--- src/rtl/pe_sched_pkg.sv ---
// Shared types and default widths for the PE job scheduler and its control units.
package pe_sched_pkg;

  typedef enum logic [0:0] {
    S_IDLE = 1'b0,
    S_RUN  = 1'b1
  } sched_state_t;

  localparam int DEF_NUM_REQ    = 4;
  localparam int DEF_ADDR_WIDTH = 8;
  localparam int DEF_LEN_WIDTH  = 8;

endpackage

--- src/rtl/rr_arbiter.sv ---
// Combinational round-robin pick: the first valid requester at or after ptr, wrapping.
module rr_arbiter #(
  parameter int NUM_REQ = 4,
  parameter int IDX_W   = $clog2(NUM_REQ)
) (
  input  logic [NUM_REQ-1:0] req_valid,
  input  logic [IDX_W-1:0]   ptr,
  output logic [NUM_REQ-1:0] grant,
  output logic [IDX_W-1:0]   grant_idx,
  output logic               grant_any
);

  logic [2*NUM_REQ-1:0] rot_dbl;
  logic [2*NUM_REQ-1:0] unrot_dbl;
  logic [NUM_REQ-1:0]   rot_vec;
  logic [NUM_REQ-1:0]   rot_first;
  logic [IDX_W-1:0]     idx_terms [NUM_REQ];

  // Rotate so ptr sits at bit 0, isolate the lowest set bit, then rotate back.
  assign rot_dbl   = {req_valid, req_valid} >> ptr;
  assign rot_vec   = rot_dbl[NUM_REQ-1:0];
  assign rot_first = rot_vec & ~(rot_vec - NUM_REQ'(1));
  assign unrot_dbl = {rot_first, rot_first} << ptr;
  assign grant     = unrot_dbl[2*NUM_REQ-1:NUM_REQ];
  assign grant_any = |req_valid;

  genvar gi;
  generate
    for (gi = 0; gi < NUM_REQ; gi++) begin : g_idx
      assign idx_terms[gi] = grant[gi] ? IDX_W'(gi) : '0;
    end
  endgenerate

  always_comb begin
    grant_idx = '0;
    for (int i = 0; i < NUM_REQ; i++) begin
      grant_idx = grant_idx | idx_terms[i];
    end
  end

endmodule

--- src/rtl/pe_job_scheduler.sv ---
// Round-robin job scheduler feeding burst beats into the PE array.
// Optional feature macro: PE_SCHED_PERF_EN adds the stall_cycles counter output.
module pe_job_scheduler
  import pe_sched_pkg::*;
#(
  parameter int NUM_REQ    = DEF_NUM_REQ,
  parameter int ADDR_WIDTH = DEF_ADDR_WIDTH,
  parameter int LEN_WIDTH  = DEF_LEN_WIDTH,
  parameter int IDX_W      = $clog2(NUM_REQ)
) (
  input  logic                            clk,
  input  logic                            rst_n,
  input  logic [NUM_REQ-1:0]              req_valid,
  output logic [NUM_REQ-1:0]              req_ready,
  input  logic [NUM_REQ*ADDR_WIDTH-1:0]   req_base,
  input  logic [NUM_REQ*LEN_WIDTH-1:0]    req_len,
  output logic [NUM_REQ-1:0]              done,
  output logic [ADDR_WIDTH-1:0]           mem_addr,
  output logic                            pe_valid,
  output logic                            pe_last,
  input  logic                            pe_ready,
  output logic [IDX_W-1:0]                pe_owner,
  output logic                            busy
`ifdef PE_SCHED_PERF_EN
  ,
  output logic [31:0]                     stall_cycles
`endif
);

  localparam logic [0:0] ST_IDLE = S_IDLE;
  localparam logic [0:0] ST_RUN  = S_RUN;
  localparam logic [LEN_WIDTH-1:0]  LEN_ONE  = LEN_WIDTH'(1);
  localparam logic [ADDR_WIDTH-1:0] ADDR_ONE = ADDR_WIDTH'(1);

  logic [0:0]             state_reg;
  logic [IDX_W-1:0]       ptr_reg;
  logic [IDX_W-1:0]       owner_reg;
  logic [LEN_WIDTH-1:0]   len_reg;
  logic [LEN_WIDTH-1:0]   cnt_reg;
  logic [ADDR_WIDTH-1:0]  mem_addr_reg;
  logic                   pe_last_reg;
  logic [NUM_REQ-1:0]     done_reg;

  logic [NUM_REQ-1:0]     grant;
  logic [IDX_W-1:0]       grant_idx;
  logic                   grant_any;
  logic [IDX_W-1:0]       ptr_next;
  logic [LEN_WIDTH-1:0]   cnt_next;
  logic [ADDR_WIDTH-1:0]  sel_base;
  logic [LEN_WIDTH-1:0]   sel_len;
  logic [NUM_REQ-1:0]     owner_onehot;
  logic [ADDR_WIDTH-1:0]  base_arr [NUM_REQ];
  logic [LEN_WIDTH-1:0]   len_arr  [NUM_REQ];
  logic                   in_idle;

  rr_arbiter #(
    .NUM_REQ (NUM_REQ),
    .IDX_W   (IDX_W)
  ) u_arb (
    .req_valid (req_valid),
    .ptr       (ptr_reg),
    .grant     (grant),
    .grant_idx (grant_idx),
    .grant_any (grant_any)
  );

  genvar gi;
  generate
    for (gi = 0; gi < NUM_REQ; gi++) begin : g_slice
      assign base_arr[gi]     = req_base[gi*ADDR_WIDTH +: ADDR_WIDTH];
      assign len_arr[gi]      = req_len[gi*LEN_WIDTH +: LEN_WIDTH];
      assign owner_onehot[gi] = (owner_reg == IDX_W'(gi));
    end
  endgenerate

  assign sel_base = base_arr[grant_idx];
  assign sel_len  = len_arr[grant_idx];
  assign ptr_next = (grant_idx == IDX_W'(NUM_REQ - 1)) ? '0 : grant_idx + IDX_W'(1);
  assign cnt_next = cnt_reg + LEN_ONE;
  assign in_idle  = (state_reg == ST_IDLE);

  // Accept is the only combinational output; held off while reset is asserted.
  assign req_ready = (in_idle && rst_n) ? grant : '0;

  always_ff @(posedge clk) begin
    if (!rst_n) begin
      state_reg    <= ST_IDLE;
      ptr_reg      <= '0;
      owner_reg    <= '0;
      len_reg      <= '0;
      cnt_reg      <= '0;
      mem_addr_reg <= '0;
      pe_last_reg  <= 1'b0;
      done_reg     <= '0;
    end else begin
      done_reg <= '0;
      case (state_reg)
        ST_IDLE: begin
          if (grant_any) begin
            ptr_reg      <= ptr_next;
            owner_reg    <= grant_idx;
            len_reg      <= sel_len;
            cnt_reg      <= '0;
            mem_addr_reg <= sel_base;
            if (sel_len == '0) begin
              done_reg <= grant;
            end else begin
              state_reg   <= ST_RUN;
              pe_last_reg <= (sel_len == LEN_ONE);
            end
          end
        end
        default: begin
          if (pe_ready) begin
            if (pe_last_reg) begin
              state_reg   <= ST_IDLE;
              pe_last_reg <= 1'b0;
              done_reg    <= owner_onehot;
            end else begin
              cnt_reg      <= cnt_next;
              mem_addr_reg <= mem_addr_reg + ADDR_ONE;
              pe_last_reg  <= (cnt_next == len_reg - LEN_ONE);
            end
          end
        end
      endcase
    end
  end

  assign busy     = (state_reg == ST_RUN);
  assign pe_valid = busy;
  assign pe_last  = pe_last_reg;
  assign mem_addr = mem_addr_reg;
  assign pe_owner = owner_reg;
  assign done     = done_reg;

`ifdef PE_SCHED_PERF_EN
  logic [31:0] stall_cnt_reg;

  always_ff @(posedge clk) begin
    if (!rst_n) begin
      stall_cnt_reg <= '0;
    end else if (busy && !pe_ready && (stall_cnt_reg != 32'hFFFF_FFFF)) begin
      stall_cnt_reg <= stall_cnt_reg + 32'd1;
    end
  end

  assign stall_cycles = stall_cnt_reg;
`endif

endmodule

--- config.mk ---
export PLATFORM = sky130hd
export DESIGN_NAME = pe_job_scheduler
export DESIGN_NICKNAME = d
export VERILOG_FILES = /design/src/rtl/pe_sched_pkg.sv /design/src/rtl/rr_arbiter.sv /design/src/rtl/pe_job_scheduler.sv
export SDC_FILE = /design/constraint.sdc
export NUM_CORES = 1
export LEC_CHECK = 0
export ABC_AREA = 1
export CAP_MARGIN = 20
export CORE_MARGIN = 1
export CORE_UTILIZATION = 47
export DETAILED_ROUTE_END_ITERATION = 6
export GPL_TIMING_DRIVEN = 0
export HOLD_SLACK_MARGIN = 0.02
export PLACE_DENSITY = 0.93
export SLEW_MARGIN = 40
export SYNTH_ARGS = -nofsm -noshare
export SYNTH_HDL_FRONTEND = slang
export SYNTH_SLANG_ARGS = --single-unit
export TNS_END_PERCENT = 100
--- constraint.sdc ---
create_clock -name clk -period 2.4 [get_ports clk]
set_clock_uncertainty 0.05 [all_clocks]
set_input_delay 0.48 -clock clk [delete_from_list [all_inputs] [get_ports clk]]
set_output_delay 0.48 -clock clk [all_outputs]
set_load 0.01 [all_outputs]
==> results of run 1 <==
-- kinds of logic (layout without fill, tap and decap cells) --
kind of cell,Yosys count,after routing,synth area share
xor gates and xnor gates,17,17,0.0537
AOI/OAI and AO/OA,88,88,0.176
DFF,34,34,0.245
buffers and inverters,84,203,0.134
adders and majority gates,3,3,0.0135
and+or+nand+nor,235,235,0.377
-- how the worst max path moves through the flow --
stage,from,to
after floorplan,req_valid[3],busy
after global placement,req_valid[2],req_ready[1]
after detailed placement,req_valid[3],req_ready[1]
after CTS,ptr_reg[0],done[1]
after global routing,ptr_reg[0],done[1]
final,ptr_reg[0],req_ready[2]
-- per-stage QoR --
stage / instances / hold slack [ns] / setup slack [ns] / power, mW / utilization
2_1_floorplan: 461 / 0.404 / 0.216 / 2.18 / -
3_3_place_gp: 624 / 0.418 / -0.754 / 2.71 / 0.673
3_5_place_dp: 624 / 0.426 / -0.856 / 2.78 / 0.673
4_1_cts: 642 / 0.437 / 0.00258 / 3.42 / 0.718
5_1_grt: 652 / 0.475 / -0.286 / 4.17 / 0.764
6_report: 652 / 0.439 / -0.220 / 3.94 / 0.764
-- cells in the mapped netlist (2+ instances only) --
library cell	number	area share
buf_2	6	0.011
buf_6	3	0.012
dfxtp_1	34	0.25
inv_2	3	0.0041
or2_2	3	0.0068
a211oi_1	2	0.0054
o21ai_1	4	0.0072
nand3_1	32	0.058
inv_1	59	0.080
nor3_1	9	0.016
ha_1	3	0.014
nand2_2	4	0.0090
clkbuf_1	7	0.0095
nand2_4	2	0.0081
nor2_1	46	0.062
o21ai_0	40	0.072
nor2_2	2	0.0045
xor2_1	12	0.038
a31oi_1	7	0.016
nand2_1	121	0.16
nand4_1	8	0.018
o211ai_1	10	0.027
buf_4	4	0.011
xnor2_1	5	0.016
a21oi_1	22	0.040
nand3_2	4	0.014
-- final cells by class --
| class | instances | area (um2) | area share |
|---|---|---|---|
| clock buffer | 5 | 68.8 | 0.0161 |
| buffer | 22 | 183 | 0.0426 |
| clock inverter | 2 | 10.0 | 0.00234 |
| timing repair buffer | 112 | 1060 | 0.247 |
| sequential | 34 | 683 | 0.159 |
| multi-input combinational | 343 | 1950 | 0.456 |
| inverter | 62 | 235 | 0.0549 |
| tap | 72 | 90.1 | 0.0210 |
-- per-layer routing --
metal	track usage	wire length (um)	vias to the layer above
met1	0.325	3770	1680
met3	0.0655	971	78
met2	0.550	4980	280
met4	0.155	629	0
met5	0	0	-
li1	-	-	1728
-- what timing repair did --
| item | 4_1_cts | 5_1_grt |
|---|---|---|
| gates resized for setup | 54 | 73 |
| cloned | 2 | 0 |
| pin swaps | 14 | 35 |
| endpoints found under the hold margin | 0 | 0 |
| endpoints found under the setup margin | 20 | 18 |
| buffers inserted | 9 | 10 |
-- worst max-delay path, cell delays in order, from the launching register on --
cell	delay (ns)
dfxtp_2	0.36
inv_2	0.06
buf_6	0.14
nand2_4	0.07
nand3_1	0.10
nand2_2	0.09
nand2_1	0.09
nor2_4	0.15
nand2_1	0.12
nand3_2	0.10
nand2_4	0.09
buf_4	0.14
nor2_1	0.12
buf_2	0.16
-- power by group through the flow --
| stage | clock [mW] | combinational, mW | sequential [mW] |
|---|---|---|---|
| final | 0.418 | 2.74 | 0.779 |
| after global routing | 0.432 | 2.95 | 0.788 |
| after CTS | 0.405 | 2.25 | 0.769 |
| after detailed placement | 0 | 2.01 | 0.775 |
| after global placement | 0 | 1.94 | 0.772 |
| after floorplan | 0 | 1.41 | 0.774 |
==> run_results.csv, run 1 <==
group,metric,value,unit
status,outcome,"complete, but fails checks",
status,violations,"negative setup slack",
floorplanning,io_pins,92,
clock_network,clk_pin_slew,0.07,ns
global_route,grtUsageTotal,0.302,
worst_setup_path,reg2reg_depth,21,
worst_setup_path,critPathCaptureType,"primary output",
global_route,grt_pass1_vias,3300,
sta,worst-slew-pin-transition,0.586,ns
final_layout,fillers,388,
sta,finalSetupTns,-1.28,ns
logic_synthesis,synth_ff_type,"dfxtp_1",
logic_synthesis,synth.yosys.seq_area_share,0.245,
final_layout,drive_gt1_frac,0.207,
final_layout,nNetsFinal,654,
power,p_sw_frac,0.486,
sta,hold_viol,0,
clock_network,ctsHoldBuffers,0,
power,combPwrFrac,0.696,
power,internal_power,2.03,mW
route,drt_first_pass_iters,6,
final_layout,layout_common_cells,"96 x nand2_1, 83 x clkdlybuf4s50_1, 57 x inv_1, 42 x nor2_1, 32 x dfxtp_1",
place,place_congestion,0.914,
route,dr.first_iter.drc_count,371,
power,p_clk_frac,0.106,
logic_synthesis,yosysWarnings,0,
power,p_leak,1.94,nW
place,placed_area,3780,um2
floorplanning,rows,27,
global_route,grt_max_degree,11,
worst_setup_path,worstPathMaxFanout,7,
clock_network,clock_latency,0.30,ns
clock_network,cts_made_buffers,5,
logic_synthesis,syn_nets,535,
clock_network,root_buffer,"clkbuf_8",
logic_synthesis,syn-cell-area,2780,um2
sta,timing.final.ws_setup,-0.220,ns
sta,max_clock_freq,0.382,GHz
logic_synthesis,synthCells,461,
clock_network,clk_path_buf_depth,2,
logic_synthesis,async_reset_ff_frac,0,
worst_setup_path,critPathLaunchType,"flop",
sta,post-route-min-period,2.62,ns
route,route.detailed.drc,0,
floorplanning,core_area,5610,um2
floorplanning,start_util,0.495,
worst_setup_path,r2r_slack,-0.18,ns
place,port_buffers,91,
sta,maxSlewHeadroom,0.609,
clock_network,cts_tree,"yes",
power,switchingPower,1.91,mW
min_path,hold_end,"cnt_reg[1]",
route,wl,10400,um
logic_synthesis,synth_edf_count,0,
route,ant_nets,0,
logic_synthesis,syn_avg_cell_area,6.02,um2
logic_synthesis,synth_seq_cells,34,
clock_network,htreeDepth,2,
global_route,grt_first_pass_wirelength,14900,um
sta,min_period_over_period,1.09,
min_path,whs_path_depth,2,
worst_setup_path,critPathKind,"flop to primary output",
power,p_seq_frac,0.198,
final_layout,design_area,4280,um2
logic_synthesis,post_synth_num_cell_types,35,
min_path,min_path_type,"flop to flop",
flow_run,drv_cap,0,
sta,rsz0062_at_grt,"true",
sta,finalSetupViolations,13,
route,viasPerCell,5.78,
sta,drv_slew,0,
floorplanning,dieArea,6220,um2
power,ir_drop,0.541,mV
final_layout,layout_commonest_cell,"nand2_1",
clock_network,clkSinkCount,34,
final_layout,insertedDiodeCount,0,
route,vias,3766,
floorplanning,die_y,78.8,um
worst_setup_path,reg2reg_to,"done[1]",
route,wire_per_inst,15.9,um
power,power_density,919,nW/um2
final_layout,area_growth,54.4,%
global_route,antenna_found_initial,0,
place,dp_hpwl,6350,um
worst_setup_path,critical_path_arrival,2.09,ns
global_route,grt-ovfl-total,0,
worst_setup_path,cp_data_required_time,1.87,ns
worst_setup_path,rr_startpoint,"ptr_reg[0]",
min_path,hold_start,"cnt_reg[1]",
floorplanning,die_x,78.8,um
(Power assumes the default switching activity.)
==> run 2, diff against run 1 <==
--- a/config.mk
+++ b/config.mk
@@ -8,11 +8,12 @@
 export ABC_AREA = 1
 export CAP_MARGIN = 20
 export CORE_MARGIN = 1
-export CORE_UTILIZATION = 47
+export CORE_UTILIZATION = 55
 export DETAILED_ROUTE_END_ITERATION = 6
+export DONT_BUFFER_PORTS = 1
 export GPL_TIMING_DRIVEN = 0
 export HOLD_SLACK_MARGIN = 0.02
-export PLACE_DENSITY = 0.93
+export PLACE_DENSITY = 0.81
 export SLEW_MARGIN = 40
 export SYNTH_ARGS = -nofsm -noshare
 export SYNTH_HDL_FRONTEND = slang
==> run 2 against run 1 <==
  * The flow still finishes with violations (negative setup slack)
  * Count of clock-buffer cells in the layout increased by 2
  * Routed wire length decreased by 21%
  * Maximum frequency increased by 7.7%
  * Clock power rose by 6.5%
  * Die area down 14%
  * Final cell count fell by 15%
  * Global-route usage is 1.9 points lower
  * Register-to-register slack better by 0.15 ns
  * First-iteration DRC count shrank 54%
  * Power decreased by 5.6%
  * Largest power group unchanged
==> run_results.csv, run 2 (synthesized netlist as in run 1, its figures left out) <==
group,metric,value,unit
sta,hold_viol,0,
global_route,gr-usage-met2,0.466,
floorplanning,core_area,4790,um2
global_route,grt_busiest_layer,"met2",
worst_setup_path,critPathCaptureType,"primary output",
sta,drv_slew,0,
worst_setup_path,rr_startpoint,"ptr_reg[0]",
floorplanning,start_util,0.580,
clock_network,ctsHoldBuffers,0,
worst_setup_path,reg2reg_to,"busy",
sta,finalSetupViolations,5,
route,dr.first_iter.drc_count,172,
route,wire_per_inst,14.7,um
status,violations,"negative setup slack",
global_route,grt_util_met1,0.357,
final_layout,drive_gt1_frac,0.239,
place,place_congestion,0.895,
worst_setup_path,critPathLaunchType,"flop",
route,viasPerCell,5.72,
global_route,antenna_found_initial,0,
worst_setup_path,crit_family,"simple AND/OR/NAND/NOR gates",
clock_network,cts_made_buffers,5,
min_path,whs_path_depth,3,
route,wl,8180,um
worst_setup_path,r2r_slack,-0.03,ns
min_path,hold_start,"pe_ready",
sta,max_clock_freq,0.411,GHz
global_route,grtUsageTotal,0.282,
worst_setup_path,slowest_stage,"dfxtp_2",
clock_network,root_buffer,"clkbuf_8",
floorplanning,dieArea,5330,um2
sta,worst-slew-pin-transition,0.544,ns
place,port_buffers,0,
global_route,use_met3,0.0608,
final_layout,insertedDiodeCount,0,
min_path,hold_end,"pe_last",
sta,min_period_over_period,1.01,
worst_setup_path,cp_common_cell,"nand2_1",
sta,timing.final.ws_setup,-0.0334,ns
global_route,grt_first_pass_wirelength,11900,um
clock_network,clk_path_buf_depth,2,
final_layout,layout_commonest_cell,"nand2_1",
worst_setup_path,crit_chain,"inv_2 -> buf_8 -> nand2_1 -> nand3_1 -> nand2_1 -> nand2_1 -> nor2_4 -> nand2_4 -> nand2_1 -> nand2_2 -> o21ai_4 -> inv_2 -> nor2_4",
power,ir_drop,0.658,mV
route,drt_first_pass_iters,5,
final_layout,nNetsFinal,563,
sta,holdWs,0.379,ns
clock_network,htreeDepth,2,
status,outcome,"complete, but fails checks",
worst_setup_path,worstPathMaxFanout,8,
worst_setup_path,critical_path_arrival,1.90,ns
power,p_leak,1.57,nW
worst_setup_path,cp_data_required_time,1.87,ns
worst_setup_path,max_stage_delay,0.35,ns
clock_network,cts_tree,"yes",
floorplanning,die_x,73.0,um
clock_network,clock_latency,0.29,ns
floorplanning,rows,25,
power,power_density,1090,nW/um2
global_route,grt_pass1_vias,2677,
worst_setup_path,reg2reg_depth,22,
final_layout,layout_common_cells,"96 x nand2_1, 56 x inv_1, 41 x nor2_1, 32 x dfxtp_1, 28 x nand3_1",
floorplanning,die_y,73.0,um
sta,rsz0062_at_grt,"true",
flow_run,drv_cap,0,
final_layout,area_growth,22.4,%
global_route,grt-ovfl-total,0,
route,ant_nets,0,
place,dp_hpwl,5340,um
clock_network,clkSinkCount,34,
floorplanning,io_pins,92,
global_route,grt_max_degree,11,
min_path,min_path_type,"input port to flop",
route,vias,3185,
worst_setup_path,critical_path_buf_inv_count,3,
sta,post-route-min-period,2.43,ns
place,dp_slack,-0.179,ns
route,route.detailed.drc,0,
worst_setup_path,critPathKind,"flop to primary output",
sta,maxSlewHeadroom,0.637,
clock_network,clk_pin_slew,0.07,ns
==> run 2: cell count changes in the layout (fill, tap and decap cells not counted), sizes merged <==
cell and delta:
buf -4, clkbuf +1, clkdlybuf4s50 -83, dlygate4sd2 -1
clkdlybuf4s15 -2, clkinv -1
==> run 2: how the worst max path moves through the flow <==
| stage | startpoint | endpoint | slack [ns] | cells past startpoint |
|---|---|---|---|---|
| detailed placement | ptr_reg[1] | mem_addr[6] | -0.18 | 16 |
| global placement | ptr_reg[1] | mem_addr[6] | -0.12 | 16 |
| CTS | ptr_reg[0] | done[1] | 0.002 | 20 |
| floorplan | req_valid[3] | busy | 0.22 | 19 |
| global route | ptr_reg[0] | done[1] | -0.17 | 21 |
| finish | ptr_reg[0] | req_ready[1] | -0.03 | 13 |
==> run 2: metrics by stage <==
stage                     utilization  TNS (ns)  instance area [um2]  instances  power (mW)
after floorplan                     -         0                 2780        461        2.18
after global placement          0.597    -0.453                 2860        528        2.48
after detailed placement        0.597    -0.931                 2860        528        2.52
after CTS                       0.639         0                 3060        541        3.13
after global routing            0.710     -1.77                 3400        557        3.97
final                           0.710   -0.0946                 3400        557        3.72
==> run 2: layer usage <==
layer	wire [um]	share of wire
met4	222	0.027
met2	3960	0.48
met5	0	0
met1	3440	0.42
met3	556	0.068
==> run 2: layout make-up <==
class | count | area (um2)
buffer | 22 | 173
clock buffer | 7 | 86.3
clock inverter | 1 | 5.00
fill | 405 | 1390
inverter | 62 | 235
multi-input combinational | 343 | 1960
sequential | 34 | 683
tap | 67 | 83.8
timing repair buffer | 21 | 166
==> run 2: repair_timing <==
item | in CTS | in global routing
setup buffers | 4 | 14
gates resized for setup | 30 | 76
endpoints found under the setup margin | 17 | 18
cloned | 1 | 2
pin swaps | 5 | 37
==> run 2: power by group <==
group / total [mW] / internal, mW / switching [mW]
combinational: 2.47 / 1.02 / 1.45
clock: 0.445 / 0.231 / 0.214
sequential: 0.799 / 0.665 / 0.134
==> run 2: tightest hold or removal path, delay by kind of cell <==
family           cells  cell delay [ns]
AO/OA/AOI/OAI        1             0.07
AND/OR/NAND/NOR      2             0.14
==> run 3, diff against run 2 <==
--- a/config.mk
+++ b/config.mk
@@ -9,6 +9,7 @@
 export CAP_MARGIN = 20
 export CORE_MARGIN = 1
 export CORE_UTILIZATION = 55
+export CTS_CLUSTER_SIZE = 40
 export DETAILED_ROUTE_END_ITERATION = 6
 export DONT_BUFFER_PORTS = 1
 export GPL_TIMING_DRIVEN = 0
==> results of run 3 <==
No change in the layout: final DEF, timing and power equal those of run 2.
